$ cat src/rtl/datapath_core_param_if.sv
`default_nettype none
// +----------------------------------------------------------------------------+
// | datapath_core_param_if : control/source bundle for the datapath core       |
// | Revision 1.0                                                               |
// +----------------------------------------------------------------------------+
interface datapath_core_param_if #(
  parameter int DATA_W  = 16,
  parameter int NUM_SRC = 4,
  parameter int REG_AW  = 3
);
  logic [NUM_SRC-1:0]        Gate;
  logic [NUM_SRC*DATA_W-1:0] Src_Data;
  logic                      LD_REG;
  logic [REG_AW-1:0]         DR;
  logic [REG_AW-1:0]         SR1;
  logic [REG_AW-1:0]         SR2;
  logic                      LD_CC;
  logic                      LD_BEN;
  logic [2:0]                NZP_Mask;
  logic                      Clr_Err;
  logic [DATA_W-1:0]         BUS;
  logic [DATA_W-1:0]         SR1_OUT;
  logic [DATA_W-1:0]         SR2_OUT;
  logic [2:0]                CC;
  logic                      BEN;
  logic                      Bus_Err;
  logic [NUM_SRC-1:0]        Err_Src;

  modport master (
    output Gate, Src_Data, LD_REG, DR, SR1, SR2, LD_CC, LD_BEN, NZP_Mask, Clr_Err,
    input  BUS, SR1_OUT, SR2_OUT, CC, BEN, Bus_Err, Err_Src
  );

  modport slave (
    input  Gate, Src_Data, LD_REG, DR, SR1, SR2, LD_CC, LD_BEN, NZP_Mask, Clr_Err,
    output BUS, SR1_OUT, SR2_OUT, CC, BEN, Bus_Err, Err_Src
  );
endinterface
`default_nettype wire

$ cat src/rtl/datapath_core_param.sv
`default_nettype none
// +----------------------------------------------------------------------------+
// | datapath_core_param : gated shared bus, register file, NZP and BEN latch   |
// | Revision 1.0                                                               |
// +----------------------------------------------------------------------------+
module datapath_core_param #(
  parameter int DATA_W   = 16,
  parameter int NUM_SRC  = 4,
  parameter int NUM_REGS = 8,
  parameter int REG_AW   = $clog2(NUM_REGS)
) (
  input  wire logic             Clk,
  input  wire logic             Reset,
  datapath_core_param_if.slave  bus_if
);
  localparam logic [2:0] CC_RESET = 3'b010;

  logic [DATA_W-1:0]  regs_q [NUM_REGS];
  logic [DATA_W-1:0]  regs_d [NUM_REGS];
  logic [DATA_W-1:0]  hold_q, hold_d;
  logic [2:0]         cc_q, cc_d;
  logic               ben_q, ben_d;
  logic               err_q, err_d;
  logic [NUM_SRC-1:0] err_src_q, err_src_d;

  logic [DATA_W-1:0]  bus_sel;
  logic [DATA_W-1:0]  sr1_rd, sr2_rd;
  logic               contention;

  // Descending scan so the lowest asserted gate wins under contention.
  always_comb begin
    bus_sel = hold_q;
    for (int i = NUM_SRC - 1; i >= 0; i--) begin
      if (bus_if.Gate[i]) bus_sel = bus_if.Src_Data[i*DATA_W +: DATA_W];
    end
  end

  assign contention = |(bus_if.Gate & (bus_if.Gate - NUM_SRC'(1)));

  // DR matching an in-range index implies the write is legal, so no separate range check.
  always_comb begin
    sr1_rd = '0;
    sr2_rd = '0;
    regs_d = regs_q;
    for (int i = 0; i < NUM_REGS; i++) begin
      if (bus_if.SR1 == REG_AW'(i)) sr1_rd = regs_q[i];
      if (bus_if.SR2 == REG_AW'(i)) sr2_rd = regs_q[i];
      if (bus_if.LD_REG && bus_if.DR == REG_AW'(i)) begin
        regs_d[i] = bus_sel;
        if (bus_if.SR1 == REG_AW'(i)) sr1_rd = bus_sel;
        if (bus_if.SR2 == REG_AW'(i)) sr2_rd = bus_sel;
      end
    end
  end

  always_comb begin
    hold_d    = hold_q;
    cc_d      = cc_q;
    ben_d     = ben_q;
    err_d     = err_q;
    err_src_d = err_src_q;
    if (bus_if.Gate != '0) hold_d = bus_sel;
    if (bus_if.LD_CC) begin
      if (bus_sel[DATA_W-1])     cc_d = 3'b100;
      else if (bus_sel == '0)    cc_d = 3'b010;
      else                       cc_d = 3'b001;
    end
    if (bus_if.LD_BEN) ben_d = |(bus_if.NZP_Mask & cc_q);
    if (contention) begin
      err_d = 1'b1;
      if (!err_q || bus_if.Clr_Err) err_src_d = bus_if.Gate;
    end else if (bus_if.Clr_Err) begin
      err_d     = 1'b0;
      err_src_d = '0;
    end
  end

  always_ff @(posedge Clk) begin
    if (!Reset) begin
      for (int i = 0; i < NUM_REGS; i++) regs_q[i] <= '0;
      hold_q    <= '0;
      cc_q      <= CC_RESET;
      ben_q     <= 1'b0;
      err_q     <= 1'b0;
      err_src_q <= '0;
    end else begin
      regs_q    <= regs_d;
      hold_q    <= hold_d;
      cc_q      <= cc_d;
      ben_q     <= ben_d;
      err_q     <= err_d;
      err_src_q <= err_src_d;
    end
  end

  assign bus_if.BUS     = bus_sel;
  assign bus_if.SR1_OUT = sr1_rd;
  assign bus_if.SR2_OUT = sr2_rd;
  assign bus_if.CC      = cc_q;
  assign bus_if.BEN     = ben_q;
  assign bus_if.Bus_Err = err_q;
  assign bus_if.Err_Src = err_src_q;
endmodule
`default_nettype wire

$ cat src/flat_wrapper.sv
// flat-port wrapper written by rule: the top's interface ports become plain ports
module datapath_core_param_flat 
#(
  parameter int DATA_W   = 16,
  parameter int NUM_SRC  = 4,
  parameter int NUM_REGS = 8,
  parameter int REG_AW   = $clog2(NUM_REGS)
)
  (Clk, Reset, bus_if_Gate, bus_if_Src_Data, bus_if_LD_REG, bus_if_DR, bus_if_SR1, bus_if_SR2, bus_if_LD_CC, bus_if_LD_BEN, bus_if_NZP_Mask, bus_if_Clr_Err, bus_if_BUS, bus_if_SR1_OUT, bus_if_SR2_OUT, bus_if_CC, bus_if_BEN, bus_if_Bus_Err, bus_if_Err_Src);
  datapath_core_param_if #(.DATA_W(DATA_W), .NUM_SRC(NUM_SRC), .REG_AW(REG_AW)) bus_if_i ();
  input  wire logic Clk;
  input  wire logic Reset;
  input wire logic [$bits(bus_if_i.Gate)-1:0] bus_if_Gate;
  input wire logic [$bits(bus_if_i.Src_Data)-1:0] bus_if_Src_Data;
  input wire logic [$bits(bus_if_i.LD_REG)-1:0] bus_if_LD_REG;
  input wire logic [$bits(bus_if_i.DR)-1:0] bus_if_DR;
  input wire logic [$bits(bus_if_i.SR1)-1:0] bus_if_SR1;
  input wire logic [$bits(bus_if_i.SR2)-1:0] bus_if_SR2;
  input wire logic [$bits(bus_if_i.LD_CC)-1:0] bus_if_LD_CC;
  input wire logic [$bits(bus_if_i.LD_BEN)-1:0] bus_if_LD_BEN;
  input wire logic [$bits(bus_if_i.NZP_Mask)-1:0] bus_if_NZP_Mask;
  input wire logic [$bits(bus_if_i.Clr_Err)-1:0] bus_if_Clr_Err;
  output wire logic [$bits(bus_if_i.BUS)-1:0] bus_if_BUS;
  output wire logic [$bits(bus_if_i.SR1_OUT)-1:0] bus_if_SR1_OUT;
  output wire logic [$bits(bus_if_i.SR2_OUT)-1:0] bus_if_SR2_OUT;
  output wire logic [$bits(bus_if_i.CC)-1:0] bus_if_CC;
  output wire logic [$bits(bus_if_i.BEN)-1:0] bus_if_BEN;
  output wire logic [$bits(bus_if_i.Bus_Err)-1:0] bus_if_Bus_Err;
  output wire logic [$bits(bus_if_i.Err_Src)-1:0] bus_if_Err_Src;
  assign bus_if_i.Gate = bus_if_Gate;
  assign bus_if_i.Src_Data = bus_if_Src_Data;
  assign bus_if_i.LD_REG = bus_if_LD_REG;
  assign bus_if_i.DR = bus_if_DR;
  assign bus_if_i.SR1 = bus_if_SR1;
  assign bus_if_i.SR2 = bus_if_SR2;
  assign bus_if_i.LD_CC = bus_if_LD_CC;
  assign bus_if_i.LD_BEN = bus_if_LD_BEN;
  assign bus_if_i.NZP_Mask = bus_if_NZP_Mask;
  assign bus_if_i.Clr_Err = bus_if_Clr_Err;
  assign bus_if_BUS = bus_if_i.BUS;
  assign bus_if_SR1_OUT = bus_if_i.SR1_OUT;
  assign bus_if_SR2_OUT = bus_if_i.SR2_OUT;
  assign bus_if_CC = bus_if_i.CC;
  assign bus_if_BEN = bus_if_i.BEN;
  assign bus_if_Bus_Err = bus_if_i.Bus_Err;
  assign bus_if_Err_Src = bus_if_i.Err_Src;
  datapath_core_param #(.DATA_W(DATA_W), .NUM_SRC(NUM_SRC), .NUM_REGS(NUM_REGS), .REG_AW(REG_AW)) u_core (.Clk(Clk), .Reset(Reset), .bus_if(bus_if_i));
endmodule
$ cat config.mk
export PLATFORM = sky130hd
export DESIGN_NAME = datapath_core_param_flat
export DESIGN_NICKNAME = d
export VERILOG_FILES = /design/src/rtl/datapath_core_param_if.sv /design/src/rtl/datapath_core_param.sv /design/src/flat_wrapper.sv
export SDC_FILE = /design/constraint.sdc
export NUM_CORES = 1
export LEC_CHECK = 0
export CORE_AREA = 2 2 165 183
export CTS_BUF_LIST = sky130_fd_sc_hd__clkbuf_8
export DETAILED_ROUTE_END_ITERATION = 12
export DIE_AREA = 0 0 167 185
export PLACE_DENSITY = 0.59
export SKIP_CTS_REPAIR_TIMING = 1
export SYNTH_ARGS = -nofsm -noshare
export SYNTH_HDL_FRONTEND = slang
export SYNTH_SLANG_ARGS = --single-unit
$ cat constraint.sdc
create_clock -name Clk -period 3.1 [get_ports Clk]
set_input_delay 0.465 -clock Clk [delete_from_list [all_inputs] [get_ports Clk]]
set_output_delay 0.465 -clock Clk [all_outputs]
set_load 0.05 [all_outputs]
==> Word level (Yosys, flattened, before mapping) <==
Index checks and enable logic that the tools add are counted.
{ "classes": {"n_addsub": 1, "n_mul": 0, "div": 0, "magnitude_cmp": 0, "n_eq_ne": 22, "shifts": 0, "n_mux": 59, "bitwise": 2, "n_reduce_logical": 19} }
{ "op_table": {"columns": ["cell", "count"], "rows": [
  ["2-to-1 mux 16 bit", 52],
  ["== test 3 bit (second input constant)", 12],
  ["== test 3 x 2 -> 1 bit (second input constant)", 6],
  ["zero test 16 bit", 1],
  ["2-to-1 mux 4 bit", 3],
  ["== test 3 x 1 -> 1 bit (second input constant)", 3],
  ["zero test 3 bit", 3],
  ["logical AND 1 bit", 8],
  ["bitwise AND 4 bit", 1],
  ["nonzero test 4 bit", 1],
  ["OR reduction 4 bit", 1],
  ["subtractor 4 x 1 -> 4 bit (second input constant)", 1],
  ["bitwise AND 3 bit", 1],
  ["2-to-1 mux 3 bit", 1],
  ["OR reduction 3 bit", 1],
  ["2-to-1 mux 1 bit", 2],
  ["2-to-1 mux 2 bit", 1],
  ["inequality test 2 bit (second input constant)", 1],
  ["AND reduction 2 bit", 1],
  ["nonzero test 2 bit", 1],
  ["zero test 1 bit", 1],
  ["logical OR 1 bit", 1]
]} }
{ "totals": {"reg_bits": 153, "latch_bits": 0, "ramBits": 0, "mem_bits_ro": 0, "inputBits": 86, "out_inout_bits": 57, "elab_cells": 116, "mem_count": 0} }

==> Longest topological paths before layout <==
Gate-level depths: netlist of run 1.
{ "logic_depth": {"depth_word": 27, "depth_mapped": 10, "ltp_nobuf": 7} }

==> Worst setup path before layout of run 1 <==
No wires, ideal clock.
{ "synth_timing": {"kind": "input to output", "startpoint": "in bus_if_Gate[3]", "endpoint": "out bus_if_SR2_OUT[8]", "arrival_time_ns": 3.574, "required_time_ns": 2.635, "slack_ns": -0.939, "stages": 8, "n_path_buf": 2, "cell_sequence": "buf_6 > mux2_1 > o211ai_1 > and2_1 > buf_2 > inv_1 > o221ai_1 > a2111oi_1"} }
{ "synth_via": {"elab_chain_len": 27} }
{ "synth_rtl": {"columns": ["item", "line_no", "text"], "rows": [
  ["from (decl)", "flat_wrapper.sv:13", "input wire logic [$bits(bus_if_i.Gate)-1:0] bus_if_Gate;"],
  ["2-to-1 mux 16 bit (*) (4 in a row)", "datapath_core_param.sv:34", "if (bus_if.Gate[i]) bus_sel = bus_if.Src_Data[i*DATA_W +: DATA_W];"],
  ["via bus_if_BUS[8]", "flat_wrapper.sv:23", "output wire logic [$bits(bus_if_i.BUS)-1:0] bus_if_BUS;"],
  ["2-to-1 mux 16 bit", "datapath_core_param.sv:51", "if (bus_if.SR2 == REG_AW'(i)) sr2_rd = bus_sel;"],
  ["2-to-1 mux 16 bit", "datapath_core_param.sv:48", "if (bus_if.LD_REG && bus_if.DR == REG_AW'(i)) begin"],
  ["2-to-1 mux 16 bit", "datapath_core_param.sv:47", "if (bus_if.SR2 == REG_AW'(i)) sr2_rd = regs_q[i];"],
  ["2-to-1 mux 16 bit", "datapath_core_param.sv:51", null],
  ["2-to-1 mux 16 bit", "datapath_core_param.sv:48", null],
  ["2-to-1 mux 16 bit", "datapath_core_param.sv:47", null],
  ["(+9 left out)", null, null],
  ["2-to-1 mux 16 bit", "datapath_core_param.sv:51", null],
  ["2-to-1 mux 16 bit", "datapath_core_param.sv:48", null],
  ["2-to-1 mux 16 bit", "datapath_core_param.sv:47", null],
  ["2-to-1 mux 16 bit", "datapath_core_param.sv:51", null],
  ["2-to-1 mux 16 bit", "datapath_core_param.sv:48", null],
  ["2-to-1 mux 16 bit", "datapath_core_param.sv:47", null],
  ["2-to-1 mux 16 bit", "datapath_core_param.sv:51", null],
  ["2-to-1 mux 16 bit (*)", "datapath_core_param.sv:48", null],
  ["to (decl)", "flat_wrapper.sv:25", "output wire logic [$bits(bus_if_i.SR2_OUT)-1:0] bus_if_SR2_OUT;"]
]} }
The timed path passes the listed nets; every way through them passes the cells marked *.

==> Worst setup path after layout of run 1 <==
{ "layout_timing": {"startpoint": "in bus_if_DR[2]", "endpoint": "out bus_if_SR2_OUT[15]"} }
{ "layout_via": {"elab_chain_len": 24, "word_cells_on_any_way": 38, "classes_between": "eq/ne (7); mux (22); reduce/logical (9)"} }
{ "layout_rtl": {"columns": ["item", "line_no", "text"], "rows": [
  ["from (decl)", "flat_wrapper.sv:16", "input wire logic [$bits(bus_if_i.DR)-1:0] bus_if_DR;"],
  ["zero test 3 bit", "datapath_core_param.sv:48", null],
  ["logical AND 1 bit", "datapath_core_param.sv:48", null],
  ["2-to-1 mux 16 bit", "datapath_core_param.sv:48", null],
  ["2-to-1 mux 16 bit", "datapath_core_param.sv:47", null],
  ["2-to-1 mux 16 bit", "datapath_core_param.sv:51", null],
  ["2-to-1 mux 16 bit", "datapath_core_param.sv:48", null],
  ["2-to-1 mux 16 bit", "datapath_core_param.sv:47", null],
  ["2-to-1 mux 16 bit", "datapath_core_param.sv:51", null],
  ["(+8 left out)", null, null],
  ["2-to-1 mux 16 bit", "datapath_core_param.sv:51", null],
  ["2-to-1 mux 16 bit", "datapath_core_param.sv:48", null],
  ["2-to-1 mux 16 bit", "datapath_core_param.sv:47", null],
  ["2-to-1 mux 16 bit", "datapath_core_param.sv:51", null],
  ["2-to-1 mux 16 bit", "datapath_core_param.sv:48", null],
  ["2-to-1 mux 16 bit", "datapath_core_param.sv:47", null],
  ["2-to-1 mux 16 bit", "datapath_core_param.sv:51", null],
  ["2-to-1 mux 16 bit (*)", "datapath_core_param.sv:48", null]
]} }
Mark *: on every way between the ends. The rest lies on a longest branch, timed or not.

==> results.py, run 1 <==
metrics = {
    "global_routing": {
        "grt_use_total": 0.304,
        "antenna_found_initial": 0,
        "grt_max_degree": 55,
        "grt_pass1_vias": 11875,
        "grt_overflow": 0,
        "grt_pass1_wl_mm": 71.9,
    },
    "power": {
        "powerDensity_nw_per_um2": 362,
        "peakVddDrop_v": 0.000240,
        "p_leak_uw": 0.00636,
    },
    "synthesis": {
        "synthesis.area_sq_um": 10000,
        "synth_top_area_share": 0.306,
        "netlist.top_cell.by_area": "dfxtp_1",
        "synth.area.top_cells": "dfxtp_1 31%, a21oi_1 6.0%, nor2_1 5.1%, nand2_1 5.0%, o21ai_0 4.8%",
        "synth_edf_count": 0,
        "synthArstFlopShare": 0,
        "synthFlopType": "dfxtp_1",
        "syn_inst": 1323,
        "syn-num-nets": 1409,
        "yosysUniqueCellTypes": 96,
        "avgSynthCellArea_sq_um": 7.57,
        "ys_ff_latch": 153,
        "yosys_warnings": 0,
        "yosysSeqAreaShare": 0.306,
    },
    "timing": {
        "finalHoldViolations": 0,
        "setup_ws_ns": 0.0158,
        "grt_setup_unrepaired": "yes",
        "max_freq_mhz": 324,
        "tightestPinTransition_ns": 0.578,
        "relSlewSlack": 0.615,
        "fin_crit_ns": 3.08,
        "skew_ns": 0.0201,
        "drv_slew": 0,
        "setup_viol": 0,
        "fin_crit_sh": 0.995,
    },
    "die": {
        "initial_utilization": 0.343,
        "rows": 66,
        "die_w_um": 167,
        "core_sq_um": 29200,
        "dieArea_sq_um": 30900,
        "boundaryPins": 143,
        "fp.dieH_um": 185,
    },
    "setup_path": {
        "worstSetupEndpointType": "output port",
        "r2r_slack_ns": 0.92,
        "worstSetupStartpointType": "primary input",
        "crit_arrival_ns": 2.62,
        "criticalPathCategory": "in -> out",
        "critPathRequiredTime_ns": 2.63,
        "cp_max_fo": 8,
    },
    "flow_run": {
        "cap_viol_max_count": 0,
    },
    "cts": {
        "cts_root_buf": "clkbuf_8",
        "cts_tree": "yes",
        "clock_latency_ns": 0.51,
        "path_clk_slew_ns": 0.09,
        "cts_buffers": 17,
        "htree_levels": 4,
        "clk_path_buf_depth": 2,
        "clock-sinks": 153,
    },
    "drt": {
        "antenna_left": 0,
        "post_drt_wl_per_cell_um": 23.2,
        "drt_iter0_drc": 1278,
        "num_vias": 12622,
        "dr.pass1.iters": 6,
        "wirelength_mm": 49.5,
        "drcViolationCount": 0,
        "routed_via_density": 5.90,
    },
    "hold_path": {
        "hold_class": "reg -> reg",
    },
    "place": {
        "routabilityCongestion": 1.02,
        "dpl_worst_slack_ns": -0.511,
        "placedCellCount": 2061,
        "hpwl_mm": 37.1,
        "dpl-instance-area_sq_um": 14500,
        "io_buffers": 142,
    },
    "finish": {
        "multi_input_area_sq_um": 6990,
        "num-nets-final": 1838,
        "syn2layout_area_growth_pct": 61.1,
        "final_area_sq_um": 16100,
        "finalNonFillerCells": 2139,
        "antenna_cells": 0,
        "drive_above_1_share": 0.371,
        "regArea_sq_um": 3060,
        "fillCellCount": 2711,
    },
    "outcome": {
        "run_status": "finished, final reports clean",
    },
}
-- synth_stat cells, types with 18 or more instances --
library cell and n:
a22oi_1 19, nor2_1 137, and2_1 44, o21ai_0 95, a211oi_1 57, dfxtp_1 153, o221ai_1 18, nand2_1 133
nor3_1 20, o211ai_1 24, buf_2 59, o22ai_1 36, a21oi_1 119, clkbuf_1 55, nand2b_1 21, mux2i_1 26
a31oi_1 26
-- cell families (layout without fill, tap and decap cells) --
kind of cell / after synthesis / in the layout / synth area share
AOI/OAI and AO/OA: 537 / 537 / 0.365
and+or+nand+nor: 433 / 434 / 0.211
buffers and inverters: 158 / 599 / 0.0741
DFF: 153 / 153 / 0.306
muxes: 38 / 38 / 0.0406
xor gates and xnor gates: 4 / 4 / 0.00350
-- through the flow --
stage                     power, uW   util  hold WS, ns  setup TNS, ns
after CTS                      5640  0.511        0.466         -11.15
after global placement         4040  0.497        0.440         -10.44
after global routing           6020  0.553        0.482        -0.0469
after floorplan                3070      -        0.437         -0.270
after detailed placement       4040  0.497        0.452         -10.65
final                          5830  0.553        0.462              0
-- sequential cells by signal, indices dropped and copies added (netlist names) --
register	count
u_core.bus_if.CC	3
u_core.bus_if.BEN	1
u_core.bus_if.Bus_Err	1
u_core.bus_if.Err_Src	4
u_core.hold_q	16
u_core.regs_q	128
-- cells in the final DEF, fill, tap and decap left out, types with 24 or more instances in the layout --
cell type and n:
a21oi_1 115, o211ai_1 24, nor2_1 127, o21ai_0 81
buf_12 48, and2_1 39, dfxtp_1 152, o22ai_1 33
clkdlybuf4s50_1 75, nand2_1 128, a211oi_1 48, buf_4 364
buf_6 30
-- report_power, final --
group,total (uW),switching [uW],internal (uW)
combinational,2130,1180,947
clock,1620,946,675
sequential,2080,43.9,2040
total,5830,2170,3660
-- layer usage --
layer / up-vias / global-route usage / part of all wire
met5: - / 0 / 0
met4: 0 / 0.112 / 0.039
met3: 124 / 0.0447 / 0.075
met2: 663 / 0.488 / 0.45
met1: 6024 / 0.415 / 0.44
li1: 5811 / - / -
-- worst paths after layout --
path	start	to	depth (start not counted)
hold reg to reg	u_core.bus_if.Err_Src[0]$_SDFFE_PN0P_	u_core.bus_if.Err_Src[0]$_SDFFE_PN0P_	2
setup reg to reg	u_core.hold_q[10]$_SDFFE_PN0P_	u_core.bus_if.CC[0]$_SDFFE_PN0P_	9
hold / removal	u_core.bus_if.Err_Src[0]$_SDFFE_PN0P_	u_core.bus_if.Err_Src[0]$_SDFFE_PN0P_	2
setup / recovery	bus_if_DR[2]	bus_if_SR2_OUT[15]	9
-- worst max-delay path, cell delays in order --
cell	delay, ns
clkbuf_4	0.15
or4b_4	0.63
buf_4	0.22
mux2i_4	0.15
mux2i_1	0.16
nor3_1	0.18
o221ai_1	0.21
a22oi_2	0.27
buf_12	0.17
-- layout make-up --
type                    instances  area share
well taps                     374      0.0290
repair buffers                545       0.319
clock inverters                14     0.00861
flip-flops and latches        153       0.190
clock buffers                  18      0.0154
inverters                      22     0.00520
multi-input cells            1013       0.433
Note: power is estimated with default switching activity, not from simulation.
==> run 2, diff against run 1 <==
--- a/config.mk
+++ b/config.mk
@@ -9,6 +9,7 @@
 export CTS_BUF_LIST = sky130_fd_sc_hd__clkbuf_8
 export DETAILED_ROUTE_END_ITERATION = 12
 export DIE_AREA = 0 0 167 185
+export HOLD_SLACK_MARGIN = 0.03
 export PLACE_DENSITY = 0.59
 export SKIP_CTS_REPAIR_TIMING = 1
 export SYNTH_ARGS = -nofsm -noshare
==> results of run 2 <==
No change in the layout: final DEF, timing and power equal those of run 1.
